`src/rtl/pixel_array_ctrl.sv`:
```
// pixel_array_ctrl: Wishbone-programmed sequencer driving per-channel
// pixel switches through reset, local and adjacent integration phases.
module pixel_array_ctrl #(
  parameter int         NCH      = 4,
  parameter int         TW       = 10,
  parameter logic [3:0] BASE_NIB = 4'h3
) (
  input  logic           clk,
  input  logic           rst,
  input  logic           wbs_cyc_i,
  input  logic           wbs_stb_i,
  input  logic           wbs_we_i,
  input  logic [3:0]     wbs_sel_i,
  input  logic [31:0]    wbs_adr_i,
  input  logic [31:0]    wbs_dat_i,
  output logic           wbs_ack_o,
  output logic [31:0]    wbs_dat_o,
  input  logic           ext_start_i,
  output logic [NCH-1:0] s_rst_o,
  output logic [NCH-1:0] s_p1_o,
  output logic [NCH-1:0] s_p2_o,
  output logic [NCH-1:0] pxl_done_o,
  output logic           all_done_o,
  output logic           irq_o
);

  typedef enum logic [2:0] {
    S_IDLE, S_RST, S_LOC, S_ADJ, S_DONE
  } st_t;

  logic           r_ack;
  logic [31:0]    r_dat;
  logic           r_ext_q;
  logic [NCH-1:0] r_en;
  logic [NCH-1:0] r_done;
  logic [NCH-1:0] r_irq_en;
  logic [TW-1:0]  r_loc [NCH];
  logic [TW-1:0]  r_adj [NCH];
  logic           r_irq;
  logic           r_alld;

  logic           w_hit;
  logic           w_acc;
  logic           w_wr;
  logic [5:0]     w_off;
  logic [31:0]    w_bm;
  logic [31:0]    w_wd;
  logic           w_wr_ctrl;
  logic           w_abort;
  logic           w_start;
  logic [NCH-1:0] w_en_nxt;
  logic [NCH-1:0] w_irqen_nxt;
  logic [NCH-1:0] w_w1c;
  logic [NCH-1:0] w_done_nxt;
  logic [NCH-1:0] w_busy;
  logic [NCH-1:0] w_dset;
  logic [31:0]    w_rd;
  logic           w_unused;

  // The cycle carrying an ack is never a new access.
  assign w_hit = wbs_cyc_i & wbs_stb_i
               & (wbs_adr_i[31:28] == BASE_NIB);
  assign w_acc = w_hit & ~r_ack;
  assign w_wr  = w_acc & wbs_we_i;
  assign w_off = wbs_adr_i[7:2];
  assign w_bm  = {{8{wbs_sel_i[3]}}, {8{wbs_sel_i[2]}},
                  {8{wbs_sel_i[1]}}, {8{wbs_sel_i[0]}}};
  assign w_wd  = wbs_dat_i & w_bm;

  assign w_wr_ctrl = w_wr & (w_off == 6'd0);
  assign w_abort   = w_wr_ctrl & w_wd[1];
  assign w_start   = ((w_wr_ctrl & w_wd[0])
                   | (ext_start_i & ~r_ext_q)) & ~w_abort;

  assign w_en_nxt = w_wr_ctrl
    ? ((r_en & ~w_bm[8 +: NCH]) | w_wd[8 +: NCH]) : r_en;
  assign w_irqen_nxt = (w_wr && w_off == 6'd2)
    ? ((r_irq_en & ~w_bm[NCH-1:0]) | w_wd[NCH-1:0]) : r_irq_en;
  assign w_w1c = (w_wr && w_off == 6'd1) ? w_wd[8 +: NCH] : '0;
  assign w_done_nxt = (r_done & ~w_w1c) | w_dset;

  assign w_unused = ^{wbs_adr_i[27:8], wbs_adr_i[1:0], w_bm, w_wd};

  always_comb begin
    w_rd = '0;
    case (w_off)
      6'd0: w_rd[8 +: NCH] = r_en;
      6'd1: begin
        w_rd[NCH-1:0]  = w_busy;
        w_rd[8 +: NCH] = r_done;
      end
      6'd2: w_rd[NCH-1:0] = r_irq_en;
      default: begin
        for (int c = 0; c < NCH; c++) begin
          if (w_off == 6'(16 + 2*c)) w_rd[TW-1:0] = r_loc[c];
          if (w_off == 6'(17 + 2*c)) w_rd[TW-1:0] = r_adj[c];
        end
      end
    endcase
  end

  always_ff @(posedge clk) begin
    if (rst) begin
      r_ack    <= 1'b0;
      r_dat    <= '0;
      r_ext_q  <= 1'b0;
      r_en     <= '0;
      r_done   <= '0;
      r_irq_en <= '0;
      r_irq    <= 1'b0;
      r_alld   <= 1'b0;
      for (int c = 0; c < NCH; c++) begin
        r_loc[c] <= '0;
        r_adj[c] <= '0;
      end
    end else begin
      r_ack    <= w_acc;
      r_dat    <= (w_acc & ~wbs_we_i) ? w_rd : '0;
      r_ext_q  <= ext_start_i;
      r_en     <= w_en_nxt;
      r_done   <= w_done_nxt;
      r_irq_en <= w_irqen_nxt;
      r_irq    <= |(w_done_nxt & w_irqen_nxt);
      r_alld   <= (w_en_nxt != '0)
               && ((w_done_nxt & w_en_nxt) == w_en_nxt);
      for (int c = 0; c < NCH; c++) begin
        if (w_wr && w_off == 6'(16 + 2*c))
          r_loc[c] <= (r_loc[c] & ~w_bm[TW-1:0]) | w_wd[TW-1:0];
        if (w_wr && w_off == 6'(17 + 2*c))
          r_adj[c] <= (r_adj[c] & ~w_bm[TW-1:0]) | w_wd[TW-1:0];
      end
    end
  end

  assign wbs_ack_o  = r_ack;
  assign wbs_dat_o  = r_dat;
  assign irq_o      = r_irq;
  assign all_done_o = r_alld;

  for (genvar g = 0; g < NCH; g++) begin : g_ch
    st_t           r_st;
    st_t           w_st;
    logic [TW-1:0] r_cnt;
    logic [TW-1:0] w_cnt;
    logic [TW-1:0] r_lmax;
    logic [TW-1:0] w_lmax;
    logic [TW-1:0] r_amax;
    logic [TW-1:0] w_amax;
    logic          r_srst;
    logic          r_sp1;
    logic          r_sp2;
    logic          r_pd;

    always_comb begin
      w_st   = r_st;
      w_cnt  = r_cnt + TW'(1);
      w_lmax = r_lmax;
      w_amax = r_amax;
      unique case (r_st)
        S_IDLE: begin
          w_cnt = '0;
          if (w_start && w_en_nxt[g]) begin
            w_st   = S_RST;
            w_lmax = r_loc[g];
            w_amax = r_adj[g];
          end
        end
        S_RST: begin
          w_st  = S_LOC;
          w_cnt = '0;
        end
        S_LOC: begin
          if (r_cnt == r_lmax) begin
            w_st  = S_ADJ;
            w_cnt = '0;
          end
        end
        S_ADJ: begin
          if (r_cnt == r_amax) begin
            w_st  = S_DONE;
            w_cnt = '0;
          end
        end
        S_DONE: begin
          w_st  = S_IDLE;
          w_cnt = '0;
        end
        default: begin
          w_st  = S_IDLE;
          w_cnt = '0;
        end
      endcase
      if (w_abort) begin
        w_st  = S_IDLE;
        w_cnt = '0;
      end
    end

    // Switch outputs are registered from the next state.
    always_ff @(posedge clk) begin
      if (rst) begin
        r_st   <= S_IDLE;
        r_cnt  <= '0;
        r_lmax <= '0;
        r_amax <= '0;
        r_srst <= 1'b0;
        r_sp1  <= 1'b0;
        r_sp2  <= 1'b0;
        r_pd   <= 1'b0;
      end else begin
        r_st   <= w_st;
        r_cnt  <= w_cnt;
        r_lmax <= w_lmax;
        r_amax <= w_amax;
        r_srst <= (w_st == S_RST);
        r_sp1  <= (w_st == S_LOC);
        r_sp2  <= (w_st == S_ADJ);
        r_pd   <= (w_st == S_DONE);
      end
    end

    assign s_rst_o[g]    = r_srst;
    assign s_p1_o[g]     = r_sp1;
    assign s_p2_o[g]     = r_sp2;
    assign pxl_done_o[g] = r_pd;
    assign w_busy[g]     = (r_st != S_IDLE);
    assign w_dset[g]     = (r_st == S_DONE);
  end

endmodule

```
`config.mk`:
```
export PLATFORM = sky130hd
export DESIGN_NAME = pixel_array_ctrl
export DESIGN_NICKNAME = d
export VERILOG_FILES = /design/src/rtl/pixel_array_ctrl.sv
export SDC_FILE = /design/constraint.sdc
export NUM_CORES = 1
export LEC_CHECK = 0
export BUFFER_PORTS_ARGS = -buffer_cell sky130_fd_sc_hd__buf_2
export CAP_MARGIN = 30
export CELL_PAD_IN_SITES_DETAIL_PLACEMENT = 0
export CELL_PAD_IN_SITES_GLOBAL_PLACEMENT = 1
export CORE_ASPECT_RATIO = 0.5
export CORE_MARGIN = 1.5
export CORE_UTILIZATION = 41
export CTS_CLUSTER_SIZE = 25
export DETAILED_ROUTE_END_ITERATION = 8
export PLACE_DENSITY = 0.74
export SYNTH_ARGS = -nofsm -noshare
export SYNTH_HDL_FRONTEND = slang
export SYNTH_SLANG_ARGS = --single-unit
```
`constraint.sdc`:
```
create_clock -name clk -period 3.1 [get_ports clk]
set_clock_uncertainty 0.15 [all_clocks]
set_input_delay 0.31 -clock clk [delete_from_list [all_inputs] [get_ports clk]]
set_output_delay 0.31 -clock clk [all_outputs]
set_load 0.02 [all_outputs]
```
==> results of run 1 <==
==> per-layer routing <==
layer	track usage, %	wire length (um)	up-vias
li1	-	-	4441
met1	29.0	14500	4399
met2	33.3	14000	216
met3	3.45	1740	36
met4	4.35	481	2
met5	0	13	-
==> power by group <==
group / leakage (uW) / internal (uW) / total, uW / switching, uW
combinational: 0.00235 / 110 / 328 / 218
clock: 0.000465 / 2110 / 3400 / 1290
sequential: 0.00224 / 3490 / 3520 / 39.4
==> area by class of cell <==
type,count,share of cell area (%)
inverter,16,0.445
timing repair buffer,114,5.40
multi-input combinational,920,39.8
sequential,256,43.9
clock inverter,11,1.35
tap,382,3.54
clock buffer,33,5.55
==> worst paths after layout <==
kind              cells after the start               from           endpoint  slack, ns
hold reg to reg                       2  g_ch[0].r_amax[5]  g_ch[0].r_amax[5]       0.32
setup reg to reg                      7          wbs_ack_o  g_ch[0].r_lmax[3]       0.18
hold / removal                        4      wbs_dat_i[10]            r_en[2]       0.08
setup / recovery                      7          wbs_ack_o  g_ch[0].r_lmax[3]       0.18
==> critical path, stage by stage, from the launching register on <==
cell	delay [ns]
sky130_fd_sc_hd__dfxtp_1	0.31
sky130_fd_sc_hd__or4b_1	0.61
sky130_fd_sc_hd__nor4_4	0.37
sky130_fd_sc_hd__a31oi_2	0.31
sky130_fd_sc_hd__nor4_2	0.57
sky130_fd_sc_hd__buf_4	0.33
sky130_fd_sc_hd__nand2_1	0.09
sky130_fd_sc_hd__a21oi_1	0.11
==> cells in the final DEF (no fill, tap or decap), drive strengths merged, types with 26 or more instances in the layout <==
master	synthesis	layout
edfxtp	80	80
a21oi	180	180
nor2	98	98
nor4	26	26
clkbuf	49	33
nand2	198	198
xor2	61	61
xnor2	51	51
nand2b	80	80
dfxtp	176	176
nand3	28	28
buf	58	106
==> state kept, by name, summed over array words and instances (netlist names), 4 cells and up <==
name	cells
g_ch.r_sp2	4
r_adj	40
r_en	4
r_irq_en	4
g_ch.r_pd	4
wbs_dat_o	12
g_ch.r_cnt	40
g_ch.r_sp1	4
g_ch.r_lmax	40
r_done	4
r_loc	40
g_ch.r_amax	40
g_ch.r_st	12
g_ch.r_srst	4
==> what timing repair did <==
item | in CTS | in global routing
endpoints found under the setup margin | 0 | 0
hold buffers | 8 | 0
endpoints found under the hold margin | 7 | 0
==> logic make-up after synthesis <==
| logic type | count (synthesis) | share of synthesized area [%] |
|---|---|---|
| buffers and inverters | 123 | 5.24 |
| adders and majority gates | 4 | 0.424 |
| other | 1 | 0.0317 |
| DFF | 256 | 50.2 |
| and+or+nand+nor | 512 | 21.0 |
| AOI/OAI and AO/OA | 240 | 11.0 |
| muxes | 32 | 3.86 |
| xor gates and xnor gates | 112 | 8.30 |
==> metrics by stage <==
stage | setup WS (ns) | instance area [sq um] | hold slack (ns)
global route | 0.0110 | 13500 | 0.118
CTS | 0.143 | 13500 | 0.0724
global placement | 0.0510 | 12500 | 0.307
finish | 0.175 | 13500 | 0.0849
floorplan | 0.392 | 11900 | 0.288
detailed placement | 0.0182 | 12500 | 0.308
==> report_table.html, run 1 <==
<table>
<tr><th>Metric</th><th>Value</th></tr>
<tr><th colspan="2">Status</th></tr>
<tr><td>Outcome</td><td>completed</td></tr>
<tr><th colspan="2">Clock network</th></tr>
<tr><td>H-tree depth</td><td>1</td></tr>
<tr><td>Buffer cell driving the clock tree root</td><td>sky130_fd_sc_hd__clkbuf_16</td></tr>
<tr><td>Clk pin slew, worst setup/hold paths</td><td>0.07 ns</td></tr>
<tr><td>Clock sink total</td><td>256</td></tr>
<tr><td>Insertion delay of the later-clocked pin in the worst-skew pair</td><td>0.53 ns</td></tr>
<tr><td>Clock tree from TritonCTS</td><td>built</td></tr>
<tr><td>Post-CTS Setup Inserts</td><td>0</td></tr>
<tr><td>Maximum number of buffers from clock root to sink</td><td>3</td></tr>
<tr><td>Quantity of gates resized following cts</td><td>0</td></tr>
<tr><td>Inserted Clock Buffers</td><td>24</td></tr>
<tr><th colspan="2">Layout</th></tr>
<tr><td>Area of the multi-input gates</td><td>5370 sq um</td></tr>
<tr><td>FF+latch area</td><td>5930 sq um</td></tr>
<tr><td>Total number of nets in the final design</td><td>1410</td></tr>
<tr><td>Area Growth Syn to Fin</td><td>14.2%</td></tr>
<tr><td>Proportion of layout cells with a drive suffix above 1</td><td>13.3%</td></tr>
<tr><td>Final antenna diode count</td><td>0</td></tr>
<tr><td>Fillcell total</td><td>2635</td></tr>
<tr><td>Final std cells w/o fill</td><td>1732</td></tr>
<tr><td>Share of the core filled with cells</td><td>48.1%</td></tr>
<tr><th colspan="2">Floorplan</th></tr>
<tr><td>Die Footprint</td><td>29900 sq um</td></tr>
<tr><td>IO Pins</td><td>125</td></tr>
<tr><td>Area of the placeable core</td><td>28000 sq um</td></tr>
<tr><td>Die Y-Extent</td><td>123 um</td></tr>
<tr><td>Die X-Extent</td><td>243 um</td></tr>
<tr><td>Initial standard-cell utilization of the core</td><td>42.1%</td></tr>
<tr><td>Count of standard-cell rows</td><td>43</td></tr>
<tr><th colspan="2">Timing</th></tr>
<tr><td>Part of the cycle the worst path needs</td><td>94.3%</td></tr>
<tr><td>Unrepaired setup endpoints after global routing</td><td>false</td></tr>
<tr><td>Count of endpoints failing setup in the final report</td><td>0</td></tr>
<tr><td>Worst rel slew slack</td><td>53.4%</td></tr>
<tr><td>Setup tns final</td><td>0 ns</td></tr>
<tr><td>Period minus WS final</td><td>2.92 ns</td></tr>
<tr><td>Peak clock frequency supported by timing</td><td>342 MHz</td></tr>
<tr><td>Actual slew at the worst max-slew pin</td><td>0.698 ns</td></tr>
<tr><td>Max Transition Viols Final</td><td>0</td></tr>
<tr><td>Hold violation total from the final report</td><td>0</td></tr>
<tr><th colspan="2">Global routing</th></tr>
<tr><td>GRT Util Overall</td><td>20.5%</td></tr>
<tr><td>First-pass GRT wire length</td><td>48100 um</td></tr>
<tr><td>Vias in the first global route</td><td>8702</td></tr>
<tr><td>Antenna violations before repair</td><td>1</td></tr>
<tr><td>Pin count of the biggest net entering global routing</td><td>73</td></tr>
<tr><td>Total grt overflow</td><td>0</td></tr>
<tr><th colspan="2">Job</th></tr>
<tr><td>Max Cap Violations</td><td>0</td></tr>
<tr><th colspan="2">Yosys</th></tr>
<tr><td>Fraction of synthesis flops using an asynchronous set or reset pin</td><td>0%</td></tr>
<tr><td>Number of warnings printed during yosys synthesis</td><td>0</td></tr>
<tr><td>Post-synthesis sequential area ratio</td><td>50.2%</td></tr>
<tr><td>Cells after Synth</td><td>1280</td></tr>
<tr><td>Predominant post-synthesis flop cell</td><td>sky130_fd_sc_hd__dfxtp_1</td></tr>
<tr><td>Post-synthesis register bit count</td><td>256</td></tr>
<tr><td>Library cell with the largest summed area after synthesis</td><td>sky130_fd_sc_hd__dfxtp_1</td></tr>
<tr><td>Cell area after synthesis</td><td>11800 sq um</td></tr>
<tr><td>Top cell types by occurrence after synthesis</td><td>198 x sky130_fd_sc_hd__nand2_1, 180 x sky130_fd_sc_hd__a21oi_1, 176 x sky130_fd_sc_hd__dfxtp_1, 98 x sky130_fd_sc_hd__nor2_1</td></tr>
<tr><td>Fraction of synthesized cell area taken by the top area cell type</td><td>29.8%</td></tr>
<tr><td>Mean Syn Cell Area</td><td>9.23 sq um</td></tr>
<tr><td>Count of different cell masters after synthesis</td><td>51</td></tr>
<tr><td>Number of enable flip-flop cells after synthesis</td><td>80</td></tr>
<tr><td>Most common cell in the netlist</td><td>sky130_fd_sc_hd__nand2_1</td></tr>
<tr><td>Cell types with the largest area share after synthesis</td><td>sky130_fd_sc_hd__dfxtp_1 30%, sky130_fd_sc_hd__edfxtp_1 20%, sky130_fd_sc_hd__a21oi_1 7.6%, sky130_fd_sc_hd__nand2_1 6.3%, sky130_fd_sc_hd__xor2_1 4.5%</td></tr>
<tr><th colspan="2">Worst hold path</th></tr>
<tr><td>Worst Hold Class</td><td>input pin to register</td></tr>
<tr><th colspan="2">Place</th></tr>
<tr><td>Input/output buffers</td><td>60</td></tr>
<tr><td>GPL Wtd Cong</td><td>0.886</td></tr>
<tr><td>Post-DP HPWL</td><td>22300 um</td></tr>
<tr><td>Cell total after placement</td><td>1680</td></tr>
<tr><th colspan="2">Setup path</th></tr>
<tr><td>Critical Setup Path Class</td><td>register to register</td></tr>
<tr><td>Crit-path max FO</td><td>18</td></tr>
<tr><td>Crit start category</td><td>register</td></tr>
<tr><td>Worst Path Required</td><td>3.40 ns</td></tr>
<tr><td>Crit. End Element</td><td>register</td></tr>
<tr><td>Data arrival time of the critical path</td><td>3.23 ns</td></tr>
<tr><th colspan="2">Detailed routing</th></tr>
<tr><td>1st-iter DRT viols</td><td>675</td></tr>
<tr><td>Ratio of routed vias to standard cells</td><td>5.25</td></tr>
<tr><td>Vias after detailed routing</td><td>9094</td></tr>
<tr><td>Number of routed nets with antenna violations</td><td>0</td></tr>
<tr><td>DRT Wirelength</td><td>30700 um</td></tr>
<tr><td># DRC</td><td>0</td></tr>
<tr><td>WL per Instance</td><td>17.7 um</td></tr>
<tr><td>First-pass iteration count of the detailed router</td><td>5</td></tr>
<tr><th colspan="2">Power and ir drop</th></tr>
<tr><td>Maximum VDD drop</td><td>0.000374 V</td></tr>
<tr><td>Post-route total power</td><td>7250 uW</td></tr>
<tr><td>Static leakage</td><td>0.00506 uW</td></tr>
<tr><td>Power per standard cell area</td><td>538 nW/um^2</td></tr>
</table>
Power figures use the tool's default switching activity.
==> run 2, diff against run 1 <==
Settings changed: CTS_BUF_LIST set to sky130_fd_sc_hd__clkbuf_4.
==> run 2 against run 1 <==
Final area grew 0.16%. Critical endpoint is now r_irq_en[2]. First-iteration DRC count increased by 22%. Utilization rose by 0.076 points. Hold slack got worse by 0.0016 ns. Cell count grew 5.0%. Total power is 9.8% lower. Clock-buffer cell count increased by 56. Sequential power is essentially flat. Wire length up 2.9%. Maximum frequency decreased by 2.9%.
==> report_table.html, run 2 (synthesis results as in run 1) <==
<table>
<tr><th>Metric</th><th>Value</th></tr>
<tr><th colspan="2">Worst hold path</th></tr>
<tr><td>Worst hold path startpoint</td><td>wbs_sel_i[0]</td></tr>
<tr><td>Worst Hold Class</td><td>input pin to register</td></tr>
<tr><th colspan="2">Setup path</th></tr>
<tr><td>Critical Setup Path Class</td><td>register to register</td></tr>
<tr><td>Worst Path Required</td><td>3.54 ns</td></tr>
<tr><td>R2R cell count</td><td>8</td></tr>
<tr><td>Setup crit end</td><td>r_irq_en[2]</td></tr>
<tr><td>Dominant delay contributor by cell family on the critical path</td><td>simple AND/OR/NAND/NOR gates</td></tr>
<tr><td>Reg2reg setup slack</td><td>0.09 ns</td></tr>
<tr><td>Reg-to-Reg End</td><td>r_irq_en[2]</td></tr>
<tr><td>Series of cell instances along the critical path</td><td>or4b_1 &gt; buf_4 &gt; nor2_2 &gt; buf_4 &gt; and4_1 &gt; mux2i_1 &gt; nor2_1 &gt; dlygate4sd3_1</td></tr>
<tr><td>Worst path buffer plus inverter count</td><td>3</td></tr>
<tr><td>Crit-path max FO</td><td>4</td></tr>
<tr><td>Most common cell on crit path</td><td>sky130_fd_sc_hd__buf_4</td></tr>
<tr><td>Beginning of the worst register-to-register path</td><td>wbs_ack_o</td></tr>
<tr><td>Critical-path top delay cell</td><td>sky130_fd_sc_hd__or4b_1</td></tr>
<tr><td>Data arrival time of the critical path</td><td>3.45 ns</td></tr>
<tr><td>Critical Path Stages</td><td>8</td></tr>
<tr><td>Crit. End Element</td><td>register</td></tr>
<tr><td>Crit path launch</td><td>wbs_ack_o</td></tr>
<tr><td>Crit start category</td><td>register</td></tr>
<tr><td>Stage delay of the slowest cell on the critical path</td><td>0.61 ns</td></tr>
<tr><th colspan="2">Place</th></tr>
<tr><td>Post-Place Setup Slack</td><td>0.0182 ns</td></tr>
<tr><td>GPL Wtd Cong</td><td>0.886</td></tr>
<tr><td>Post-place instance area</td><td>12500 sq um</td></tr>
<tr><td>Input/output buffers</td><td>60</td></tr>
<tr><td>Post-DP HPWL</td><td>22300 um</td></tr>
<tr><th colspan="2">Layout</th></tr>
<tr><td>Total number of nets in the final design</td><td>1464</td></tr>
<tr><td>Most common library cell in the layout ignoring fill and taps</td><td>sky130_fd_sc_hd__nand2_1</td></tr>
<tr><td>Post-route cell area</td><td>13500 sq um</td></tr>
<tr><td>Proportion of layout cells with a drive suffix above 1</td><td>15.9%</td></tr>
<tr><td>Area Growth Syn to Fin</td><td>14.3%</td></tr>
<tr><td>Fillcell total</td><td>2696</td></tr>
<tr><td>Most frequent cells in the layout</td><td>198 x sky130_fd_sc_hd__nand2_1, 180 x sky130_fd_sc_hd__a21oi_1, 176 x sky130_fd_sc_hd__dfxtp_1</td></tr>
<tr><th colspan="2">Global routing</th></tr>
<tr><td>Antenna violations before repair</td><td>1</td></tr>
<tr><td>Total grt overflow</td><td>0</td></tr>
<tr><td>Vias in the first global route</td><td>9039</td></tr>
<tr><td>Pin count of the biggest net entering global routing</td><td>73</td></tr>
<tr><td>First-pass GRT wire length</td><td>49400 um</td></tr>
<tr><td>GRT Util Overall</td><td>21.2%</td></tr>
<tr><th colspan="2">Floorplan</th></tr>
<tr><td>Die Footprint</td><td>29900 sq um</td></tr>
<tr><td>Initial standard-cell utilization of the core</td><td>42.1%</td></tr>
<tr><td>Count of standard-cell rows</td><td>43</td></tr>
<tr><td>Die X-Extent</td><td>243 um</td></tr>
<tr><td>Area of the placeable core</td><td>28000 sq um</td></tr>
<tr><td>Die Y-Extent</td><td>123 um</td></tr>
<tr><td>IO Pins</td><td>125</td></tr>
<tr><th colspan="2">Detailed routing</th></tr>
<tr><td>Ratio of routed vias to standard cells</td><td>5.20</td></tr>
<tr><td>First-pass iteration count of the detailed router</td><td>6</td></tr>
<tr><td>DRT Wirelength</td><td>31600 um</td></tr>
<tr><td>Number of routed nets with antenna violations</td><td>0</td></tr>
<tr><td>1st-iter DRT viols</td><td>824</td></tr>
<tr><td>Vias after detailed routing</td><td>9466</td></tr>
<tr><td>WL per Instance</td><td>17.4 um</td></tr>
<tr><td># DRC</td><td>0</td></tr>
<tr><th colspan="2">Clock network</th></tr>
<tr><td>Clock sink total</td><td>256</td></tr>
<tr><td>Post-CTS Setup Inserts</td><td>0</td></tr>
<tr><td>Maximum number of buffers from clock root to sink</td><td>3</td></tr>
<tr><td>Clock tree from TritonCTS</td><td>built</td></tr>
<tr><td>H-tree depth</td><td>2</td></tr>
<tr><td>Insertion delay of the later-clocked pin in the worst-skew pair</td><td>0.70 ns</td></tr>
<tr><td>Clk pin slew, worst setup/hold paths</td><td>0.08 ns</td></tr>
<tr><td>Buffer cell driving the clock tree root</td><td>sky130_fd_sc_hd__clkbuf_4</td></tr>
<tr><td>Inserted Clock Buffers</td><td>60</td></tr>
<tr><th colspan="2">Job</th></tr>
<tr><td>Max Cap Violations</td><td>0</td></tr>
<tr><th colspan="2">Power and ir drop</th></tr>
<tr><td>Static leakage</td><td>0.00514 uW</td></tr>
<tr><td>Switch share</td><td>24.8%</td></tr>
<tr><td>Clock share of power</td><td>40.9%</td></tr>
<tr><td>Relative contribution of combinational cells to total power</td><td>5.2%</td></tr>
<tr><td>Power per standard cell area</td><td>484 nW/um^2</td></tr>
<tr><td>Maximum VDD drop</td><td>0.000222 V</td></tr>
<tr><td>Power share of the sequential group</td><td>53.9%</td></tr>
<tr><td>Post-route total power</td><td>6540 uW</td></tr>
<tr><td>Internal power consumption</td><td>4920 uW</td></tr>
<tr><td>Reported net switching power</td><td>1620 uW</td></tr>
<tr><th colspan="2">Timing</th></tr>
<tr><td>Count of endpoints failing setup in the final report</td><td>0</td></tr>
<tr><td>Worst rel slew slack</td><td>51.9%</td></tr>
<tr><td>Period minus WS final</td><td>3.01 ns</td></tr>
<tr><td>Hold violation total from the final report</td><td>0</td></tr>
<tr><td>Fin worst setup slack</td><td>0.0892 ns</td></tr>
<tr><td>Part of the cycle the worst path needs</td><td>97.1%</td></tr>
<tr><td>Actual slew at the worst max-slew pin</td><td>0.720 ns</td></tr>
<tr><td>Max Transition Viols Final</td><td>0</td></tr>
<tr><td>Peak clock frequency supported by timing</td><td>332 MHz</td></tr>
<tr><th colspan="2">Status</th></tr>
<tr><td>Outcome</td><td>completed</td></tr>
</table>
run 2: cell count changes in the layout (fill, tap and decap cells not counted), moves of 3 or more:
cell,previous run,this run
sky130_fd_sc_hd__clkbuf_4,0,89
sky130_fd_sc_hd__clkbuf_8,5,0
sky130_fd_sc_hd__bufinv_16,5,0
sky130_fd_sc_hd__clkinv_1,0,21
sky130_fd_sc_hd__clkinv_2,5,2
sky130_fd_sc_hd__clkbuf_16,27,0
sky130_fd_sc_hd__dlygate4sd3_1,8,26
run 2: final cells by class:
type                            count  area [sq um]  share of cell area (%)
Antenna cell                        1          2.50                  0.0185
Clock buffer                       89           668                    4.95
Clock inverter                     23          88.8                   0.658
Inverter                           16          60.1                   0.445
Multi-Input combinational cell    920          5380                    39.8
Sequential cell                   256          5930                    43.9
Tap cell                          382           478                    3.54
Timing Repair Buffer              132           908                    6.72
run 2: worst register-to-register path, cell delays in order, from the launching register on:
cell	delay (ns)
sky130_fd_sc_hd__dfxtp_1	0.33
sky130_fd_sc_hd__or4b_1	0.61
sky130_fd_sc_hd__buf_4	0.21
sky130_fd_sc_hd__nor2_2	0.17
sky130_fd_sc_hd__buf_4	0.16
sky130_fd_sc_hd__and4_1	0.32
sky130_fd_sc_hd__mux2i_1	0.29
sky130_fd_sc_hd__nor2_1	0.07
sky130_fd_sc_hd__dlygate4sd3_1	0.59
run 2: how the worst min path moves through the flow:
| stage | end | slack (ns) | cells past startpoint |
|---|---|---|---|
| floorplan | r_ext_q | 0.29 | 1 |
| global placement | g_ch[3].r_amax[8] | 0.31 | 2 |
| detailed placement | g_ch[0].r_amax[5] | 0.31 | 2 |
| CTS | r_loc[3][1] | 0.02 | 4 |
| global route | r_loc[1][1] | 0.04 | 4 |
| finish | r_loc[3][1] | 0.08 | 4 |
run 2: power groups by stage:
stage	combinational, uW	clock (uW)	sequential [uW]
6_report	339	2680	3520
5_1_grt	361	2950	3530
4_1_cts	333	2760	3520
3_5_place_dp	315	0	3600
3_3_place_gp	311	0	3600
2_1_floorplan	213	0	3580
run 2: what timing repair did:
item,in CTS,in global routing
setup endpoints to repair,0,6
gates resized for setup,0,2
hold endpoints to repair,71,0
hold buffers,26,0
run 2: through the flow:
stage / std cells / hold slack [ns] / setup TNS [ns] / util (%)
final: 1819 / 0.0833 / 0 / 48.2
after global routing: 1819 / 0.0363 / -0.000910 / 48.2
after CTS: 1818 / 0.0208 / 0 / 48.1
after detailed placement: 1680 / 0.308 / 0 / 44.5
after global placement: 1680 / 0.307 / 0 / 44.5
after floorplan: 1299 / 0.288 / 0 / -
run 2: metal layers:
metal / global-route usage [%] / vias to the layer above / share of wire [%] / wire (um)
li1: - / 4599 / - / -
met1: 29.2 / 4548 / 47 / 14700
met2: 33.4 / 258 / 45 / 14200
met3: 4.67 / 61 / 6.3 / 2000
met4: 6.95 / 0 / 2.2 / 685
met5: 0 / - / 0 / 0
==> run 3, diff against run 2 <==
Settings changed: PLACE_DENSITY 0.74 to 0.77.
Clock period 3.1 ns to 2.6 ns, I/O delays scaled along.
==> run 3 against run 2 <==
Sequential power is 19% higher. The flow now finishes with violations (negative setup slack). Highest routed layer unchanged. First-iteration DRC count is 9.1% higher. Final area is 5.3% higher. Register-to-register slack worse by 0.15 ns. Critical endpoint is now g_ch[2].r_lmax[6]. Combinational power is 32% higher.
==> report_table.html, run 3 (synthesis results as in run 1) <==
<table>
<tr><th>Metric</th><th>Value</th></tr>
<tr><th colspan="2">Worst hold path</th></tr>
<tr><td>Worst Hold Class</td><td>input pin to register</td></tr>
<tr><td>Hold depth</td><td>4</td></tr>
<tr><td>Worst min-delay path endpoint</td><td>g_ch[2].r_srst</td></tr>
<tr><td>Worst hold path startpoint</td><td>wbs_sel_i[0]</td></tr>
<tr><th colspan="2">Power and ir drop</th></tr>
<tr><td>Static leakage</td><td>0.00546 uW</td></tr>
<tr><td>Maximum VDD drop</td><td>0.000249 V</td></tr>
<tr><td>Power per standard cell area</td><td>561 nW/um^2</td></tr>
<tr><th colspan="2">Global routing</th></tr>
<tr><td>Antenna violations before repair</td><td>1</td></tr>
<tr><td>Total grt overflow</td><td>0</td></tr>
<tr><td>GRT Util Overall</td><td>21.8%</td></tr>
<tr><td>Vias in the first global route</td><td>9335</td></tr>
<tr><td>Pin count of the biggest net entering global routing</td><td>55</td></tr>
<tr><td>First-pass GRT wire length</td><td>51100 um</td></tr>
<tr><th colspan="2">Clock network</th></tr>
<tr><td>Insertion delay of the later-clocked pin in the worst-skew pair</td><td>0.74 ns</td></tr>
<tr><td>Clk pin slew, worst setup/hold paths</td><td>0.09 ns</td></tr>
<tr><td>Inserted Clock Buffers</td><td>60</td></tr>
<tr><td>Buffer cell driving the clock tree root</td><td>sky130_fd_sc_hd__clkbuf_4</td></tr>
<tr><td>Clock sink total</td><td>256</td></tr>
<tr><td>Maximum number of buffers from clock root to sink</td><td>3</td></tr>
<tr><td>H-tree depth</td><td>2</td></tr>
<tr><td>Clock tree from TritonCTS</td><td>built</td></tr>
<tr><th colspan="2">Floorplan</th></tr>
<tr><td>Die X-Extent</td><td>243 um</td></tr>
<tr><td>Die Y-Extent</td><td>123 um</td></tr>
<tr><td>IO Pins</td><td>125</td></tr>
<tr><td>Count of standard-cell rows</td><td>43</td></tr>
<tr><td>Die Footprint</td><td>29900 sq um</td></tr>
<tr><td>Initial standard-cell utilization of the core</td><td>42.1%</td></tr>
<tr><td>Area of the placeable core</td><td>28000 sq um</td></tr>
<tr><th colspan="2">Timing</th></tr>
<tr><td>Part of the cycle the worst path needs</td><td>102%</td></tr>
<tr><td>Hold violation total from the final report</td><td>0</td></tr>
<tr><td>Fin worst setup slack</td><td>-0.0580 ns</td></tr>
<tr><td>Setup tns final</td><td>-0.675 ns</td></tr>
<tr><td>Worst hold slack</td><td>0.0720 ns</td></tr>
<tr><td>Actual slew at the worst max-slew pin</td><td>0.575 ns</td></tr>
<tr><td>Worst rel slew slack</td><td>61.3%</td></tr>
<tr><td>Period minus WS final</td><td>2.66 ns</td></tr>
<tr><td>Max Transition Viols Final</td><td>0</td></tr>
<tr><td>Unrepaired setup endpoints after global routing</td><td>true</td></tr>
<tr><td>Peak clock frequency supported by timing</td><td>376 MHz</td></tr>
<tr><td>Count of endpoints failing setup in the final report</td><td>34</td></tr>
<tr><th colspan="2">Setup path</th></tr>
<tr><td>Dominant delay contributor by cell family on the critical path</td><td>simple AND/OR/NAND/NOR gates</td></tr>
<tr><td>Crit start category</td><td>register</td></tr>
<tr><td>Stage delay of the slowest cell on the critical path</td><td>0.52 ns</td></tr>
<tr><td>R2R cell count</td><td>11</td></tr>
<tr><td>Critical-path top delay cell</td><td>sky130_fd_sc_hd__or4b_4</td></tr>
<tr><td>Data arrival time of the critical path</td><td>3.16 ns</td></tr>
<tr><td>Critical Setup Path Class</td><td>register to register</td></tr>
<tr><td>Crit. End Element</td><td>register</td></tr>
<tr><td>Beginning of the worst register-to-register path</td><td>wbs_ack_o</td></tr>
<tr><td>Reg-to-Reg End</td><td>g_ch[2].r_lmax[6]</td></tr>
<tr><td>Series of cell instances along the critical path</td><td>or4b_4 &gt; buf_4 &gt; nor4_4 &gt; buf_4 &gt; mux2i_1 &gt; buf_4 &gt; nor4_4 &gt; buf_6 &gt; clkbuf_16 &gt; nand2_2 &gt; a21oi_1</td></tr>
<tr><td>Crit-path max FO</td><td>5</td></tr>
<tr><td>Reg2reg setup slack</td><td>-0.06 ns</td></tr>
<tr><td>Worst path buffer plus inverter count</td><td>5</td></tr>
<tr><td>Most common cell on crit path</td><td>sky130_fd_sc_hd__buf_4</td></tr>
<tr><td>Worst Path Required</td><td>3.10 ns</td></tr>
<tr><th colspan="2">Detailed routing</th></tr>
<tr><td>1st-iter DRT viols</td><td>899</td></tr>
<tr><td>DRT Wirelength</td><td>33100 um</td></tr>
<tr><td>WL per Instance</td><td>17.8 um</td></tr>
<tr><td># DRC</td><td>0</td></tr>
<tr><td>Ratio of routed vias to standard cells</td><td>5.28</td></tr>
<tr><td>Number of routed nets with antenna violations</td><td>0</td></tr>
<tr><td>First-pass iteration count of the detailed router</td><td>7</td></tr>
<tr><td>Vias after detailed routing</td><td>9799</td></tr>
<tr><th colspan="2">Layout</th></tr>
<tr><td>Share of the core filled with cells</td><td>50.7%</td></tr>
<tr><td>Proportion of layout cells with a drive suffix above 1</td><td>21.5%</td></tr>
<tr><td>Fillcell total</td><td>2584</td></tr>
<tr><td>Total number of nets in the final design</td><td>1498</td></tr>
<tr><td>Most common library cell in the layout ignoring fill and taps</td><td>sky130_fd_sc_hd__nand2_1</td></tr>
<tr><td>Area Growth Syn to Fin</td><td>20.3%</td></tr>
<tr><td>Most frequent cells in the layout</td><td>177 x sky130_fd_sc_hd__nand2_1, 175 x sky130_fd_sc_hd__dfxtp_1, 168 x sky130_fd_sc_hd__a21oi_1</td></tr>
<tr><th colspan="2">Place</th></tr>
<tr><td>GPL Wtd Cong</td><td>0.940</td></tr>
<tr><td>Input/output buffers</td><td>60</td></tr>
<tr><td>Post-DP HPWL</td><td>22600 um</td></tr>
<tr><th colspan="2">Status</th></tr>
<tr><td>Outcome</td><td>finished, violations left</td></tr>
<tr><td>Violated checks</td><td>negative setup slack</td></tr>
<tr><th colspan="2">Job</th></tr>
<tr><td>Max Cap Violations</td><td>0</td></tr>
</table>
run 3: cell types whose count changed in the layout (fill, tap and decap cells not counted), moves of 3 or more:
| cell | delta |
|---|---|
| sky130_fd_sc_hd__buf_4 | +15 |
| sky130_fd_sc_hd__buf_12 | +8 |
| sky130_fd_sc_hd__mux2i_1 | -3 |
| sky130_fd_sc_hd__buf_8 | +4 |
| sky130_fd_sc_hd__a21oi_1 | -12 |
| sky130_fd_sc_hd__buf_6 | +12 |
| sky130_fd_sc_hd__or4_4 | +5 |
| sky130_fd_sc_hd__a21oi_2 | +11 |
| sky130_fd_sc_hd__dlygate4sd3_1 | -9 |
| sky130_fd_sc_hd__nand2_4 | +5 |
| sky130_fd_sc_hd__nand2_1 | -21 |
| sky130_fd_sc_hd__or4_1 | -3 |
| sky130_fd_sc_hd__nand2_2 | +16 |
run 3: through the flow:
step	worst slack (ns)	power, uW	cells	instance area, sq um
floorplan	0.0171	4520	1299	11900
global placement	-0.270	4680	1707	12800
detailed placement	-0.343	4690	1707	12800
CTS	-0.0126	8020	1844	13900
global route	-0.186	8320	1855	14200
finish	-0.0580	7980	1855	14200
run 3: worst max path at each step:
stage                       start                end  depth (start not counted)  slack [ns]
detailed placement  wbs_adr_i[31]      g_ch[0].r_sp2                         11       -0.34
CTS                     wbs_ack_o  g_ch[2].r_amax[3]                          7       -0.01
finish                  wbs_ack_o  g_ch[2].r_lmax[6]                         11       -0.06
floorplan               wbs_ack_o  g_ch[3].r_amax[7]                          8        0.02
global route            wbs_ack_o  g_ch[2].r_lmax[6]                          9       -0.19
global placement    wbs_adr_i[31]      g_ch[0].r_sp2                         11       -0.27
run 3: cell type report:
cell class,instances,area (sq um),share of cell area (%)
inverter,16,60.1,0.422
tap,382,478,3.36
multi-input combinational,922,5620,39.6
sequential,256,5930,41.7
timing repair buffer,164,1340,9.40
clock buffer,88,661,4.65
clock inverter,26,129,0.906
antenna,1,2.50,0.0176
run 3: repair_timing:
action / CTS / global route
hold buffers: 16 / 1
pin swaps: 15 / 20
resized for setup: 21 / 65
gates cloned: 4 / 3
setup buffers: 3 / 6
endpoints found under the setup margin: 109 / 108
hold endpoints to repair: 116 / 1
run 3: where the power goes:
part,internal [uW],switching (uW)
logic,167,280
registers,4150,47.9
clock network,1660,1670
total,5980,2000
run 3: tightest hold or removal path, cell delays in order:
cell and delay [ns]:
sky130_fd_sc_hd__buf_2 0.13, sky130_fd_sc_hd__a31o_4 0.25, sky130_fd_sc_hd__nor4_1 0.09, sky130_fd_sc_hd__buf_4 0.14
run 3: per-layer routing:
layer	track usage, %	wire [um]
met1	29.4	14600
met5	0	0
met2	35.2	15400
met4	6.44	696
met3	5.17	2430
